## src/rtl/chopper_pkg.sv

```systemverilog
// rtl/chopper_pkg.sv - shared state encoding and default timer width for the coil chopper
package chopper_pkg;

  localparam int CHOP_WIDTH = 10;

  typedef enum logic [1:0] {
    IDLE  = 2'd0,
    BLANK = 2'd1,
    ON    = 2'd2,
    OFF   = 2'd3
  } chop_state_e;

endpackage

```

## src/rtl/chop_timer.sv

```systemverilog
// rtl/chop_timer.sv - loadable down-counter that saturates at zero
module chop_timer
  import chopper_pkg::*;
#(
  parameter int WIDTH = CHOP_WIDTH
) (
  input  logic             clk,
  input  logic             resetn,
  input  logic             load,
  input  logic [WIDTH-1:0] load_value,
  output logic [WIDTH-1:0] count
);

  localparam logic [WIDTH-1:0] ONE = {{(WIDTH-1){1'b0}}, 1'b1};

  always_ff @(posedge clk) begin
    if (!resetn) begin
      count <= '0;
    end else if (load) begin
      count <= load_value;
    end else if (count != '0) begin
      count <= count - ONE;
    end
  end

endmodule

```

## src/rtl/chopper_sequencer.sv

```systemverilog
// rtl/chopper_sequencer.sv - blank / on / off-decay sequencing for one coil's current chopper
// All phases share one timer; each transition loads the target phase's duration.
module chopper_sequencer
  import chopper_pkg::*;
#(
  parameter int WIDTH = CHOP_WIDTH
) (
  input  logic             clk,
  input  logic             resetn,
  input  logic             enable,
  input  logic [WIDTH-1:0] blank_time,
  input  logic [WIDTH-1:0] max_on_time,
  input  logic [WIDTH-1:0] off_time,
  input  logic             overcurrent,
  output logic             drive_on,
  output logic             blanking,
  output logic             decay,
  output logic             oc_trip,
  output logic             on_timeout,
  output logic [1:0]       state
);

  chop_state_e      state_q, state_d;
  logic             oc_meta, oc_s;
  logic [WIDTH-1:0] blank_sh, on_sh, off_sh;
  logic             tmr_load;
  logic [WIDTH-1:0] tmr_value, tmr_count;
  logic             tmr_zero;
  logic             latch_en;
  logic             trip_d, tout_d;

  chop_timer #(.WIDTH(WIDTH)) u_timer (
    .clk        (clk),
    .resetn     (resetn),
    .load       (tmr_load),
    .load_value (tmr_value),
    .count      (tmr_count)
  );

  assign tmr_zero = (tmr_count == '0);
  assign state    = state_q;

  always_ff @(posedge clk) begin
    if (!resetn) begin
      oc_meta <= 1'b0;
      oc_s    <= 1'b0;
    end else begin
      oc_meta <= overcurrent;
      oc_s    <= oc_meta;
    end
  end

  // Entering BLANK loads the live blank_time, since the shadow copy is captured on the same edge.
  always_comb begin
    state_d   = state_q;
    tmr_load  = 1'b0;
    tmr_value = '0;
    latch_en  = 1'b0;
    trip_d    = 1'b0;
    tout_d    = 1'b0;
    if (!enable) begin
      state_d = IDLE;
    end else begin
      case (state_q)
        IDLE: begin
          state_d   = BLANK;
          tmr_load  = 1'b1;
          tmr_value = blank_time;
          latch_en  = 1'b1;
        end
        BLANK: begin
          if (tmr_zero) begin
            state_d   = ON;
            tmr_load  = 1'b1;
            tmr_value = on_sh;
          end
        end
        ON: begin
          if (oc_s) begin
            state_d   = OFF;
            tmr_load  = 1'b1;
            tmr_value = off_sh;
            trip_d    = 1'b1;
          end else if (tmr_zero) begin
            state_d   = OFF;
            tmr_load  = 1'b1;
            tmr_value = off_sh;
            tout_d    = 1'b1;
          end
        end
        OFF: begin
          if (tmr_zero) begin
            state_d   = BLANK;
            tmr_load  = 1'b1;
            tmr_value = blank_time;
            latch_en  = 1'b1;
          end
        end
        default: begin
          state_d = IDLE;
        end
      endcase
    end
  end

  always_ff @(posedge clk) begin
    if (!resetn) begin
      state_q  <= IDLE;
      blank_sh <= '0;
      on_sh    <= '0;
      off_sh   <= '0;
    end else begin
      state_q <= state_d;
      if (latch_en) begin
        blank_sh <= blank_time;
        on_sh    <= max_on_time;
        off_sh   <= off_time;
      end
    end
  end

  // Outputs decode the next state so they line up with the state register.
  always_ff @(posedge clk) begin
    if (!resetn) begin
      drive_on   <= 1'b0;
      blanking   <= 1'b0;
      decay      <= 1'b0;
      oc_trip    <= 1'b0;
      on_timeout <= 1'b0;
    end else begin
      drive_on   <= (state_d == BLANK) || (state_d == ON);
      blanking   <= (state_d == BLANK);
      decay      <= (state_d == OFF);
      oc_trip    <= trip_d;
      on_timeout <= tout_d;
    end
  end

endmodule
```

## config.mk

```make
export PLATFORM = sky130hd
export DESIGN_NAME = chopper_sequencer
export DESIGN_NICKNAME = d
export VERILOG_FILES = /design/src/rtl/chopper_pkg.sv /design/src/rtl/chop_timer.sv /design/src/rtl/chopper_sequencer.sv
export SDC_FILE = /design/constraint.sdc
export NUM_CORES = 1
export LEC_CHECK = 0
export ABC_AREA = 1
export BUFFER_PORTS_ARGS = -buffer_cell sky130_fd_sc_hd__buf_2
export CORE_MARGIN = 2
export CORE_UTILIZATION = 50
export DETAILED_ROUTE_END_ITERATION = 16
export PLACE_DENSITY = 0.74
export SETUP_SLACK_MARGIN = 0.4
export SLEW_MARGIN = 20
export SYNTH_ARGS = -nofsm -noshare
export SYNTH_HDL_FRONTEND = slang
export SYNTH_SLANG_ARGS = --single-unit
```

## constraint.sdc

```tcl
create_clock -name clk -period 2.9 [get_ports clk]
set_input_delay 0.58 -clock clk [delete_from_list [all_inputs] [get_ports clk]]
set_output_delay 0.58 -clock clk [all_outputs]
set_load 0.05 [all_outputs]
```

After elaboration in Yosys (flattened, before gate mapping)

Cells that the tools add are included.

Bits in latches: 0
RAM bits: 0
Word-level logic and storage cells: 50
Input port bits: 34
ROM bits: 0
Memories kept: 0
Bits in registers: 39

Equal/unequal tests: 6
Add/sub/neg operators: 1
Magnitude comparators: 0
Bitwise gates (word level): 3
Divide/modulo/power cells: 0
Mux-type cells: 21
Shift-type cells: 0
Reduce and logical (&&, ||, !) cells: 8
Multiply operators: 0

Operator list:

| operator              | number |
|---|---|
| $mux 10               | 7 |
| $pmux 10 s4           | 1 |
| $logic_not 10->1      | 1 |
| $mux 2                | 5 |
| $reduce_bool 10->1    | 1 |
| $sub 10x1->10 const B | 1 |
| $eq 2x2->1 const B    | 4 |
| $pmux 2 s4            | 1 |
| $mux 1                | 5 |
| $eq 2x1->1 const B    | 2 |
| $reduce_or 4->1       | 1 |
| $not 1->1             | 3 |
| $pmux 1 s3            | 1 |
| $reduce_and 3->1      | 1 |
| $logic_not 2->1       | 1 |
| $pmux 1 s2            | 1 |
| $reduce_bool 2->1     | 1 |
| $reduce_or 2->1       | 1 |
| $logic_or 1x1->1      | 1 |

Logic depth before layout (Yosys ltp)

Depth after elaboration: 7
Depth in mapped cells: 15
Gate-level depth less buffers: 14

Modules after synthesis

From an unflattened synthesis, not the netlist that was laid out.

Cells, all modules: 348
Area, all modules: 2248.4 um2

Modules (own cells, without submodules):

| module            | cells each | instances | seq. area each (um2) | area an instance (um2) |
|---|---|---|---|---|
| chopper_sequencer | 246        | 1         | 580.6                | 1599.0 |
| chop_timer        | 102        | 1         | 200.2                | 649.4 |

Worst setup path after synthesis

Ideal clock, no wire load.

Path kind: flip-flop to flip-flop
Start point: reg state_q[1], in the netlist state[1]
End point: reg drive_on
Setup slack: 0.762 ns
Path buffers: 0
Arrival: 2.074 ns
Cell stages (with the launch flop): 9
Cell sequence: dfxtp_1 inv_1 ha_1 or2_2 a311oi_1 nor2_1 inv_1 ha_1 nor2_1

Cells in the longest elaborated chain, start to end: 6
Elaborated cells on any way between the ends: 13
Those cells by class: eq/ne: 5; mux: 6; reduce/logical: 2

Ends and longest elaborated chain:

| item                                            | line                     | text |
|---|---|---|
| start, declared                                 | chopper_sequencer.sv:23  | `chop_state_e state_q, state_d;` |
| start signal, assigned                          | chopper_sequencer.sv:113 | `state_q <= state_d;` |
| $mux 2                                          | chopper_sequencer.sv:84  | `end else if (tmr_zero) begin` |
| $mux 2                                          | chopper_sequencer.sv:79  | `if (oc_s) begin` |
| $pmux 2 s4 (*)                                  | chopper_sequencer.sv:64  | `case (state_q)` |
| $mux 2 (*)                                      | chopper_sequencer.sv:61  | `if (!enable) begin` |
| named net state_d[1]                            | chopper_sequencer.sv:23  |  |
| $eq 2x1->1 / $eq 2x2->1 (equally long branches) | chopper_sequencer.sv:131 | `drive_on <= (state_d == BLANK) \|\| (state_d == ON);` |
| $logic_or 1x1->1 (*)                            | chopper_sequencer.sv:131 |  |
| end signal, assigned                            | chopper_sequencer.sv:131 |  |
| end, declared                                   | chopper_sequencer.sv:15  | `output logic drive_on,` |

The timed path passes the listed nets; every way through them passes the cells marked *.
A chain may end at the register's enable or synchronous reset.

Worst setup path after layout

Start point: reg state_q[0], in the netlist state[0]
End point: reg on_sh[2]

Cells in the longest elaborated chain, start to end: 3
Elaborated cells on any way between the ends: 4
Those cells by class: eq/ne: 1; mux: 2; reduce/logical: 1

Ends and longest elaborated chain:

| item                                                 | line                     | text |
|---|---|---|
| $eq 2x2->1 / $logic_not 2->1 (equally long branches) | chopper_sequencer.sv:64  |  |
| $pmux 1 s2 (*)                                       | chopper_sequencer.sv:64  |  |
| $mux 1 (*)                                           | chopper_sequencer.sv:61  |  |
| end signal, assigned                                 | chopper_sequencer.sv:116 | `on_sh <= max_on_time;` |
| end, declared                                        | chopper_sequencer.sv:25  | `logic [WIDTH-1:0] blank_sh, on_sh, off_sh;` |

Every way passes the cells marked *; elsewhere a longest branch is shown, timed or not.

==> out/metrics.cfg <==
[run_status]
status = completed

[critical_path]
critPathMaxStageDelay_ps = 400
critPathCaptureType = flip-flop
path_class = flip-flop to flip-flop
crit_arrival_ps = 2430
cp_cell_sequence = inv_1 > ha_1 > inv_1 > nand2_1 > nand2_1 > buf_4 > inv_1 > nor2_1 > nor2_1
worstSetupStartpointType = flip-flop
slowest_stage = dfxtp_1
required_ps = 3080
crit_top_cell = inv_1
crit_fanout = 21

[sta]
tightest_slew_ps = 549.1
hold_violations = 0
rsz0062_at_grt = true
finalClockSkew_ps = 6.604
fin_setup_tns_ps = 0
period_share = 0.7770
clock.fmax_mhz = 443.8
max_slew_margin = 0.6335
fin_ws_ps = 646.7
fin_crit_ps = 2253
holdWs_ps = 418.6
setup_violations = 0
slew_viol_final = 0

[place]
dp_slack_ps = 657.5
dpl_cell_area_um2 = 2220
port_buffers = 40
detailed_place_hpwl_um = 2967
placed_cells_incl_taps = 379
gp_congestion = 0.8466

[drt]
wirelength_um = 4052
via_count = 1840
firstDrtPassIters = 4
wire_per_inst_um = 10.47
drc = 0
postRouteAntennaNets = 0
viasPerCell = 4.755
drt-initial-drc-count = 66

[global_route]
grt_pass1_wl_um = 6741
met3_usage = 0.04667
first_global_vias = 1599
grtUsageTotal = 0.1975
overflow = 0
busiest_layer = met2
grt_util_met2 = 0.3419
grt_use_met1 = 0.2378
grt_max_degree = 36
antenna_found_initial = 0

[final_layout]
final_cell_area_um2 = 2337
layout_commonest_cell = nand2_1
area_growth_pct = 16.02
final_nets = 379
diodes = 0
final_cells = 387
final_cell_mix = nand2_1, nor2_1, buf_2
fin_util = 0.5928
drive_above_1_share = 0.1929
fill_cells = 390

[clock_network]
htree_levels = 2
clk_pin_slew_ps = 80
insertion_delay_ps = 290
cts-root-buf = clkbuf_8
clock_path_buffers = 2
cts_setup_buffers = 0
clock_sinks = 39
cts_made_buffers = 5
cts_tree = built

[floorplan]
initial_utilization = 0.5109
num_rows = 23
dieArea_um2 = 4553
core_area_um2 = 3943
die_width_um = 67.48
io-pin-count = 41
dieHeight_um = 67.48

[yosys]
syn_area_um2 = 2014
syn_nets = 344
synth-adder-area-share = 0.05590
synth_compound_area_frac = 0.1037
ys_types = 22
yosys_warnings = 0
ys_ff_latch = 39
synth_xor_area_frac = 0.02609
yosys.area_share.simple = 0.3366
synth.area.mux_share = 0
postSynthAreaPerCell_um2 = 6.692
syn-instance-count = 301
yosysSeqAreaShare = 0.3876
synth_top_family_by_area = simple AND/OR/NAND/NOR gates

[min_path]
hold_class = flip-flop to flip-flop

[power]
power_mw = 1.359
ir_drop_v = 0.0003040
p_leak_nw = 1.171
power_density_nw_per_um2 = 581.5

[job]
drv_cap = 0

## registers in the layout (all words and copies together) (netlist names)
signal         count
u_timer.count     10
blanking           1
decay              1
oc_trip            1
oc_meta            1
on_timeout         1
state              2
drive_on           1
on_sh             10
off_sh            10
oc_s               1
## cell usage after synthesis, drive strengths merged
cell	count	area, µm²
nor3	4	20.02
dfxtp	39	780.8
clkinv	1	3.750
a21oi	17	85.08
nand3	15	75.07
xor2	6	52.55
nand4	1	6.260
a311oi	1	8.760
clkbuf	7	26.28
nor2	60	245.2
inv	28	105.1
o21ai	23	115.1
or2	2	12.51
nand2	81	319.1
buf	7	46.29
ha	9	112.6
## worst paths after layout
check                           start                    end  slack [ps]  depth (start not counted)
setup / recovery  state[0]$_SDFF_PN0_  on_sh[2]$_SDFFE_PN0P_         650                          9
hold reg to reg    oc_meta$_SDFF_PN0_        oc_s$_SDFF_PN0_         420                          2
setup reg to reg  state[0]$_SDFF_PN0_  on_sh[2]$_SDFFE_PN0P_         650                          9
hold / removal     oc_meta$_SDFF_PN0_        oc_s$_SDFF_PN0_         420                          2
## metal layers
metal  wire (µm)  part of all wire
met2        1895              0.47
met4          68             0.017
met1        1913              0.47
met5           0                 0
met3         174             0.043
## cells by family after synthesis
logic type | count (synthesis)
AND/OR/NAND/NOR | 163
buffers and inverters | 43
AO/OA/AOI/OAI | 41
flip-flops | 39
adder cells (fa/ha/maj) | 9
XOR/XNOR | 6
## critical path, delay by kind of cell (launching register included)
| kind | cells | cell delay [ps] |
|---|---|---|
| buf+inv | 4 | 840 |
| simple gates | 4 | 650 |
| fa+ha+maj | 1 | 240 |
| flops | 1 | 400 |
## where the power goes
part	internal [mW]	switching (mW)
sequential	0.583	0.0268
clock	0.278	0.191
combinational	0.108	0.173
total	0.969	0.391
## layout make-up
cell class / instances / area (µm²) / area share
sequential: 39 / 780.7 / 0.3340
multi-input combinational: 219 / 1052 / 0.4502
clock inverter: 2 / 35.03 / 0.01499
inverter: 29 / 108.9 / 0.04657
timing repair buffer: 42 / 215.2 / 0.09208
tap: 50 / 62.56 / 0.02677
clock buffer: 6 / 82.58 / 0.03533
## what timing repair did
| action | in CTS | in global routing |
|---|---|---|
| setup endpoints to repair | 0 | 5 |
| hold buffers | 0 | 0 |
| gates resized for setup | 0 | 0 |
No activity file was read; power rests on OpenSTA's default activity.
